==> src/rtl/nco_ctrl_pkg.sv <==
// Shared definitions for the NCO step controller: FSM states and parameter defaults.
package nco_ctrl_pkg;

  // Guard time after each issued step scales with the NCO ring length.
  function automatic int wait_cyc_of(input int m);
    return 2 * m + 2;
  endfunction

  localparam int M_DEF        = 24;
  localparam int CW_DEF       = 8;
  localparam int WAIT_CYC_DEF = wait_cyc_of(M_DEF);

  typedef enum logic [1:0] {
    IDLE  = 2'd0,
    ISSUE = 2'd1,
    WAIT  = 2'd2
  } state_e;

endpackage

==> src/rtl/nco_step_acc.sv <==
// Saturating signed accumulator of outstanding NCO steps with sticky overflow.
// Requests add/subtract a count; each issued pulse retires one step.
module nco_step_acc
  import nco_ctrl_pkg::*;
#(
  parameter int CW = CW_DEF
) (
  input  logic                 clk,
  input  logic                 rst,
  input  logic                 clr_i,
  input  logic                 add_en_i,
  input  logic                 add_dir_i,
  input  logic [CW-2:0]        add_cnt_i,
  input  logic                 step_en_i,
  input  logic                 step_up_i,
  output logic signed [CW-1:0] pending_o,
  output logic                 ovf_o
);

  // Two guard bits so the raw sum can never wrap before it is clipped.
  localparam logic signed [CW+1:0] PMAX = (CW+2)'((1 << (CW-1)) - 1);
  localparam logic signed [CW+1:0] NMAX = -PMAX;
  localparam logic signed [CW+1:0] ONE  = (CW+2)'(1);

  logic signed [CW-1:0] pending_q, pending_d;
  logic                 ovf_q, ovf_d;
  logic signed [CW+1:0] delta, sum;

  // Next pending value: clear wins, then a request, then retiring an issued step.
  always_comb begin
    delta     = '0;
    pending_d = pending_q;
    ovf_d     = ovf_q;
    if (add_en_i)
      delta = add_dir_i ? $signed({3'b000, add_cnt_i}) : -$signed({3'b000, add_cnt_i});
    else if (step_en_i)
      delta = step_up_i ? ONE : -ONE;
    sum = $signed({{2{pending_q[CW-1]}}, pending_q}) + delta;
    if (clr_i) begin
      pending_d = '0;
      ovf_d     = 1'b0;
    end else if (add_en_i || step_en_i) begin
      if (sum > PMAX) begin
        pending_d = PMAX[CW-1:0];
        ovf_d     = 1'b1;
      end else if (sum < NMAX) begin
        pending_d = NMAX[CW-1:0];
        ovf_d     = 1'b1;
      end else begin
        pending_d = sum[CW-1:0];
      end
    end
  end

  // Accumulator registers.
  always_ff @(posedge clk) begin
    if (rst) begin
      pending_q <= '0;
      ovf_q     <= 1'b0;
    end else begin
      pending_q <= pending_d;
      ovf_q     <= ovf_d;
    end
  end

  assign pending_o = pending_q;
  assign ovf_o     = ovf_q;

endmodule

==> src/rtl/nco_step_ctrl.sv <==
// NCO step controller: accepts signed step requests, then meters them out as
// single advance/retard pulses separated by a guard interval.
module nco_step_ctrl
  import nco_ctrl_pkg::*;
#(
  parameter int M        = M_DEF,
  parameter int CW       = CW_DEF,
  parameter int WAIT_CYC = wait_cyc_of(M)
) (
  input  logic                 clk,
  input  logic                 rst,
  input  logic                 step_valid,
  input  logic                 step_dir,
  input  logic [CW-2:0]        step_cnt,
  output logic                 step_ready,
  input  logic                 clr,
  output logic                 adv,
  output logic                 ret,
  output logic                 busy,
  output logic signed [CW-1:0] pending,
  output logic                 ovf
);

  localparam int TW = $clog2(WAIT_CYC + 1);

  state_e        state_q, state_d;
  logic [TW-1:0] timer_q, timer_d;
  logic          adv_q, adv_d, ret_q, ret_d;
  logic          accept;

  assign step_ready = (state_q != ISSUE) && !rst;
  assign accept     = step_valid && step_ready;
  assign busy       = (state_q != IDLE);
  assign adv        = adv_q;
  assign ret        = ret_q;

  // The retired step follows the pulse actually issued, so pending always
  // equals requested steps minus issued steps, even if a request lands on the
  // same edge that starts ISSUE.
  nco_step_acc #(.CW(CW)) u_acc (
    .clk       (clk),
    .rst       (rst),
    .clr_i     (clr),
    .add_en_i  (accept),
    .add_dir_i (step_dir),
    .add_cnt_i (step_cnt),
    .step_en_i (state_q == ISSUE),
    .step_up_i (ret_q),
    .pending_o (pending),
    .ovf_o     (ovf)
  );

  // Next state, guard timer and the pulse to register for the ISSUE cycle.
  always_comb begin
    state_d = state_q;
    timer_d = timer_q;
    adv_d   = 1'b0;
    ret_d   = 1'b0;
    case (state_q)
      IDLE: begin
        if (pending != '0) begin
          state_d = ISSUE;
          adv_d   = (pending > 0);
          ret_d   = (pending < 0);
        end
      end
      ISSUE: begin
        state_d = WAIT;
        timer_d = TW'(WAIT_CYC - 1);
      end
      WAIT: begin
        if (timer_q == '0) state_d = IDLE;
        else               timer_d = timer_q - 1'b1;
      end
      default: state_d = IDLE;
    endcase
  end

  // State, timer and registered pulse outputs; reset aborts any step in flight.
  always_ff @(posedge clk) begin
    if (rst) begin
      state_q <= IDLE;
      timer_q <= '0;
      adv_q   <= 1'b0;
      ret_q   <= 1'b0;
    end else begin
      state_q <= state_d;
      timer_q <= timer_d;
      adv_q   <= adv_d;
      ret_q   <= ret_d;
    end
  end

endmodule

==> config.mk <==
export PLATFORM = sky130hd
export DESIGN_NAME = nco_step_ctrl
export DESIGN_NICKNAME = d
export VERILOG_FILES = /design/src/rtl/nco_ctrl_pkg.sv /design/src/rtl/nco_step_acc.sv /design/src/rtl/nco_step_ctrl.sv
export SDC_FILE = /design/constraint.sdc
export NUM_CORES = 1
export LEC_CHECK = 0
export BUFFER_PORTS_ARGS = -buffer_cell sky130_fd_sc_hd__buf_2
export CAP_MARGIN = 20
export CORE_MARGIN = 5
export CORE_UTILIZATION = 35
export DETAILED_ROUTE_END_ITERATION = 6
export PLACE_DENSITY_LB_ADDON = 0.12
export SETUP_SLACK_MARGIN = 0.05
export SKIP_CTS_REPAIR_TIMING = 1
export SKIP_LAST_GASP = 1
export SLEW_MARGIN = 0
export SYNTH_ARGS = -nofsm -noshare
export SYNTH_HDL_FRONTEND = slang
export SYNTH_SLANG_ARGS = --single-unit
==> constraint.sdc <==
create_clock -name clk -period 3.2 [get_ports clk]
set_clock_uncertainty 0.05 [all_clocks]
set_input_delay 0.48 -clock clk [delete_from_list [all_inputs] [get_ports clk]]
set_output_delay 0.48 -clock clk [all_outputs]
set_load 0.02 [all_outputs]
* Word-level counts from Yosys, hierarchy flattened
Index checks and enable logic that the tools add are counted.
W data, S select, Z words.
** Storage, ports and cells
- Flip-flop bits (word level) :: 19
- Word-level logic and storage cells :: 49
** Cells by class
- Add/sub/neg operators :: 3
- Order comparisons :: 4
- Equality and inequality tests :: 6
- Muxes and demuxes :: 13
- Bitwise gates (word level) :: 2
- Reductions and logical operators :: 15
** Operator list (count)
- $mux W10 :: 4
- $mux W8 :: 2
- $pmux W6 S2 :: 1
- $add A8 B10 Y10 :: 1
- $gt A10 B8 Y1 const B :: 1
- $lt A10 B8 Y1 const B :: 1
- $neg A7 Y10 :: 1
- $gt A8 B1 Y1 const B :: 1
- $lt A8 B1 Y1 const B :: 1
- $reduce_bool A8 Y1 :: 1
- $logic_not A6 Y1 :: 1
- $mux W6 :: 1
- $ne A2 B2 Y1 const B :: 3
- $pmux W2 S3 :: 1
- $reduce_and A2 Y1 :: 3
- $reduce_bool A2 Y1 :: 3
- $sub A6 B1 Y6 const B :: 1
- $mux W2 :: 2
- $reduce_or A3 Y1 :: 1
- $eq A2 B1 Y1 const B :: 1
- $eq A2 B2 Y1 const B :: 1
- $logic_and A1 B1 Y1 :: 2
- $logic_not A2 Y1 :: 1
- $mux W1 :: 2
- 5 further kinds :: 6

* Depth between registers and ports, before layout
- Depth in word-level cells :: 8
- Mapped depth :: 16

* By module
From an unflattened synthesis, not the netlist that was laid out.
** Second synthesis, totals
- Cell total of the unflattened synthesis :: 207
- Area, all modules :: 1649.1 µm²
** Modules (own cells, without submodules)
- nco_step_acc :: times used 1, cells an instance 143, area each 1132.3 µm²
- nco_step_ctrl :: times used 1, cells an instance 64, area each 516.7 µm²

* Least setup slack after synthesis
Ideal clock, no wire load.
- Path kind :: register -> register
- Start :: register state_q[0]
- End :: register u_acc.pending_q[6] (netlist: u_acc.pending_o[6])
- Setup time :: 0.124 ns
- Data arrival time :: 3.247 ns
- Data required time :: 3.026 ns
- Path slack :: -0.221 ns
- Stages on the path, launching flop included :: 16
- Buffers on the path :: 2
- Cells stage by stage :: dfxtp_1 > nor2b_1 > buf_4 > nor3b_2 > clkbuf_1 > nor2_1 > a21oi_1 > inv_1 > fa_1 > nand2b_1 > a21oi_1 > mux2i_1 > o2111ai_1 > o311ai_2 > and2_1 > o22ai_1
** On the way
- Word-level cells in the longest chain between the ends :: 8
- Elaborated cells between the ends (all ways) :: 12
- Those cells by class :: add/sub: 1; order compare: 2; eq/ne: 2; mux: 4; reduce/logical: 3
** RTL lines
- start, declared :: line nco_step_ctrl.sv:26 : state_e state_q, state_d;
- start signal, assigned :: line nco_step_ctrl.sv:87 : state_q <= state_d;
- $ne A2 B1 Y1 :: line nco_step_ctrl.sv:31 : assign step_ready = (state_q != ISSUE) && !rst;
- $logic_and A1 B1 Y1 :: line nco_step_ctrl.sv:31
- $logic_and A1 B1 Y1 :: line nco_step_ctrl.sv:32 : assign accept = step_valid && step_ready;
- $mux W10 :: line nco_step_acc.sv:34 : if (add_en_i)
- $add A8 B10 Y10 :: line nco_step_acc.sv:38 : sum = $signed({{2{pending_q[CW-1]}}, pending_q}) + delta;
- $lt A10 B8 Y1 :: line nco_step_acc.sv:46 : end else if (sum < NMAX) begin
- $mux W8 :: line nco_step_acc.sv:46
- $mux W8 :: line nco_step_acc.sv:43 : if (sum > PMAX) begin
- end signal, assigned :: line nco_step_acc.sv:61 : pending_q <= pending_d;
- end, declared :: line nco_step_acc.sv:25 : logic signed [CW-1:0] pending_q, pending_d;
Parallel ways exist; a longest one is shown, timed or not.
A chain may end at the register's enable or synchronous reset.

* Final worst setup path
- Start :: input port step_cnt[0]
- End :: register u_acc.pending_q[2] (netlist: u_acc.pending_o[2])
** On the way
- Word-level cells in the longest chain between the ends :: 7
- Elaborated cells between the ends (all ways) :: 8
- Those cells by class :: add/sub: 2; order compare: 2; mux: 4
** RTL lines
- start, declared :: line nco_step_ctrl.sv:14 : input logic [CW-2:0] step_cnt,
- $neg A7 Y10 :: line nco_step_acc.sv:35 : delta = add_dir_i ? $signed({3'b000, add_cnt_i}) : -$signed({3'b000, add_cnt_i});
- $mux W10 * :: line nco_step_acc.sv:35
- $mux W10 * :: line nco_step_acc.sv:34
- $add A8 B10 Y10 * :: line nco_step_acc.sv:38
- $lt A10 B8 Y1 :: line nco_step_acc.sv:46
- $mux W8 :: line nco_step_acc.sv:46
- $mux W8 * :: line nco_step_acc.sv:43
Every way passes the cells marked *; elsewhere a longest branch is shown, timed or not.

==> results.sh <==
export IMPL_status="finished clean"
export IMPL_cap_viol_max_count=0
export IMPL_grt_setup_unrepaired="true"
export IMPL_core_sq_um=4320
export IMPL_relSlewSlack=0.606
export IMPL_overflow=0
export IMPL_grt_pass1_vias=1501
export IMPL_setup_ws_ns=0.119
export IMPL_grt_max_degree=15
export IMPL_viasPerCell=5.30
export IMPL_fillers=446
export IMPL_via_count=1548
export IMPL_maxSlewViolCount=0
export IMPL_cp_data_required_time_ns=3.28
export IMPL_final_core_util=0.488
export IMPL_placed_cells=285
export IMPL_final_antenna_net_count=0
export IMPL_post_drt_wl_per_cell_microns=15.0
export IMPL_drt_wl_total_microns=4380
export IMPL_cts_tree="done"
export IMPL_area_growth_pct=35.8
export IMPL_dpl_hpwl_microns=3390
export IMPL_yosysWarningCount=0
export IMPL_fmax_mhz=325
export IMPL_place_congestion=0.844
export IMPL_synth_edff_count=0
export IMPL_seq_area_frac_synth=0.245
export IMPL_syn_area_sq_um=1550
export IMPL_ir_drop_v=0.000379
export IMPL_track_usage=0.144
export IMPL_drive_above_1_share=0.371
export IMPL_setup_violations=0
export IMPL_drc=0
export IMPL_crit_fanout=6
export IMPL_r2r_cells=12
export IMPL_power_density_nw_per_um2=965
export IMPL_cts_root_buf="clkbuf_8"
export IMPL_pin_count=25
export IMPL_holdCritPathClass="reg -> reg"
export IMPL_holdPathStages=2
export IMPL_synth_seq_cells=19
export IMPL_antenna_diode_count=0
export IMPL_die_area_sq_um=5870
export IMPL_crit_arrival_ns=3.16
export IMPL_hp_start="u_acc.ovf_o$_SDFFE_PP0P_"
export IMPL_tightestPinTransition_ns=0.589
export IMPL_detailedPlace_worstSlack_ns=-0.232
export IMPL_synth_nets=215
export IMPL_avgSynthCellArea_sq_um=8.18
export IMPL_critPathLaunchType="primary input"
export IMPL_period_share=0.963
export IMPL_die_w_microns=76.6
export IMPL_dr_pass1_iters=4
export IMPL_final_common_cell="buf_4"
export IMPL_synth_flop_cell="dfxtp_1"
export IMPL_yosys_cell_types_count=45
export IMPL_cts_buffer_depth=2
export IMPL_rows=24
export IMPL_r2r_start="state_q[0]$_SDFFE_PP0P_"
export IMPL_fin_nets=266
export IMPL_min_to="u_acc.ovf_o$_SDFFE_PP0P_"
export IMPL_io_buffers=24
export IMPL_clkSinkCount=19
export IMPL_initial_utilization=0.359
export IMPL_clkTransAtPathRegs_ns=0.07
export IMPL_die_y_microns=76.6
export IMPL_synthCells=190
export IMPL_hold_violations=0
export IMPL_p_leak_nw=0.925
export IMPL_layout_common_cells="27 x buf_4, 23 x buf_2, 18 x dfxtp_1"
export IMPL_htree_levels=1
export IMPL_grt_antenna_before_repair=0
export IMPL_critPathCaptureType="flip-flop"
export IMPL_r2r_end="u_acc.pending_o[2]$_SDFFE_PP0P_"
export IMPL_async_flop_share=0
export IMPL_reg2reg_slack_ns=0.15
export IMPL_clock_latency_ns=0.25
export IMPL_numCtsBuffers=3
export IMPL_final_instance_count_excl_fill=292
export IMPL_grt_pass1_wl_microns=7180
export IMPL_layout_min_cycle_time_ns=3.08
export IMPL_drt_initial_drc_count=75
export IMPL_worstSetupPathType="in -> reg"
cells in the mapped netlist, drive strengths merged, types with 2 or more instances:
| library cell | count | area [sq um] |
|---|---|---|
| a21oi | 19 | 106 |
| nor3b | 4 | 35.0 |
| a211oi | 4 | 30.0 |
| clkbuf | 4 | 15.0 |
| o211ai | 3 | 22.5 |
| a21o | 5 | 37.5 |
| or2 | 4 | 27.5 |
| nand3 | 2 | 10.0 |
| xnor2 | 15 | 139 |
| nor4 | 4 | 25.0 |
| dfxtp | 19 | 380 |
| nor3 | 6 | 35.0 |
| nand2b | 6 | 37.5 |
| buf | 2 | 12.5 |
| mux2i | 3 | 30.0 |
| nor2 | 17 | 63.8 |
| nand2 | 8 | 30.0 |
| inv | 11 | 41.3 |
| or3 | 2 | 12.5 |
| ha | 12 | 150 |
| o21ai | 12 | 63.8 |
| o22ai | 5 | 37.5 |
| xor2 | 4 | 35.0 |
| nor2b | 4 | 25.0 |
| and2 | 2 | 12.5 |
| nand4 | 2 | 12.5 |
sequential cells by signal, indices dropped and copies added (netlist names):
| name | flops |
|---|---|
| adv | 1 |
| state_q | 2 |
| timer_q | 6 |
| u_acc.pending_o | 8 |
| u_acc.ovf_o | 1 |
| ret | 1 |
metrics by stage:
step	instance area [sq um]	hold slack [ns]	setup TNS [ns]	total power, mW
2_1_floorplan	1590	0.439	0	1.30
5_1_grt	2110	0.468	0	2.19
3_3_place_gp	1920	0.405	-0.841	1.73
6_report	2110	0.418	0	2.04
3_5_place_dp	1920	0.411	-1.62	1.75
4_1_cts	1970	0.428	0	1.92
worst max-delay path by stage:
stage	cells past startpoint	endpoint	slack, ns	start
after global placement	15	u_acc.pending_o[2]$_SDFFE_PP0P_	-0.13	step_cnt[1]
after CTS	13	u_acc.pending_o[6]$_SDFFE_PP0P_	0.01	state_q[0]$_SDFFE_PP0P_
final	15	u_acc.pending_o[2]$_SDFFE_PP0P_	0.12	step_cnt[0]
after detailed placement	15	u_acc.pending_o[5]$_SDFFE_PP0P_	-0.23	step_cnt[1]
after floorplan	15	u_acc.pending_o[6]$_SDFFE_PP0P_	0.06	state_q[0]$_SDFFE_PP0P_
after global routing	14	u_acc.pending_o[2]$_SDFFE_PP0P_	0.03	state_q[0]$_SDFFE_PP0P_
critical path: stages:
cell and delay, ns:
buf_2 0.11, inv_2 0.06, ha_4 0.12, nor2b_4 0.15, a21oi_2 0.06, xnor2_1 0.20
a21oi_2 0.08, ha_1 0.33, a21o_1 0.20, a31o_4 0.23, o31ai_4 0.37, xnor2_2 0.16
or2_4 0.27, a21oi_4 0.23, o22ai_1 0.12
final cells by class:
cell class | instances | area, sq um | share of cell area
clock buffers | 4 | 45.0 | 0.0213
multi-input cells | 154 | 1230 | 0.585
flip-flops and latches | 19 | 382 | 0.181
inverters | 11 | 43.8 | 0.0207
well taps | 52 | 65.1 | 0.0308
repair buffers | 52 | 340 | 0.161
power by group:
part / internal, mW / switching (mW) / total (mW) / leakage, nW
combinational: 0.685 / 0.806 / 1.49 / 0.746
clock: 0.0884 / 0.0745 / 0.163 / 0.0228
sequential: 0.307 / 0.0755 / 0.383 / 0.156
cell families after synthesis:
kind of cell,Yosys count,share of synthesized area
AND/OR/NAND/NOR,64,0.227
buffers and inverters,17,0.0443
AO/OA/AOI/OAI,54,0.236
multiplexers,4,0.0266
adder cells (fa/ha/maj),13,0.109
flip-flops,19,0.245
XOR/XNOR,19,0.112
metal layers:
layer  track usage  part of all wire  vias up
met5             0                 0        -
met4        0.0175            0.0018        0
met3        0.0402             0.047        2
met2         0.241              0.47       30
met1         0.190              0.48      737
li1              -                 -      779
Power figures use the tool's default switching activity.
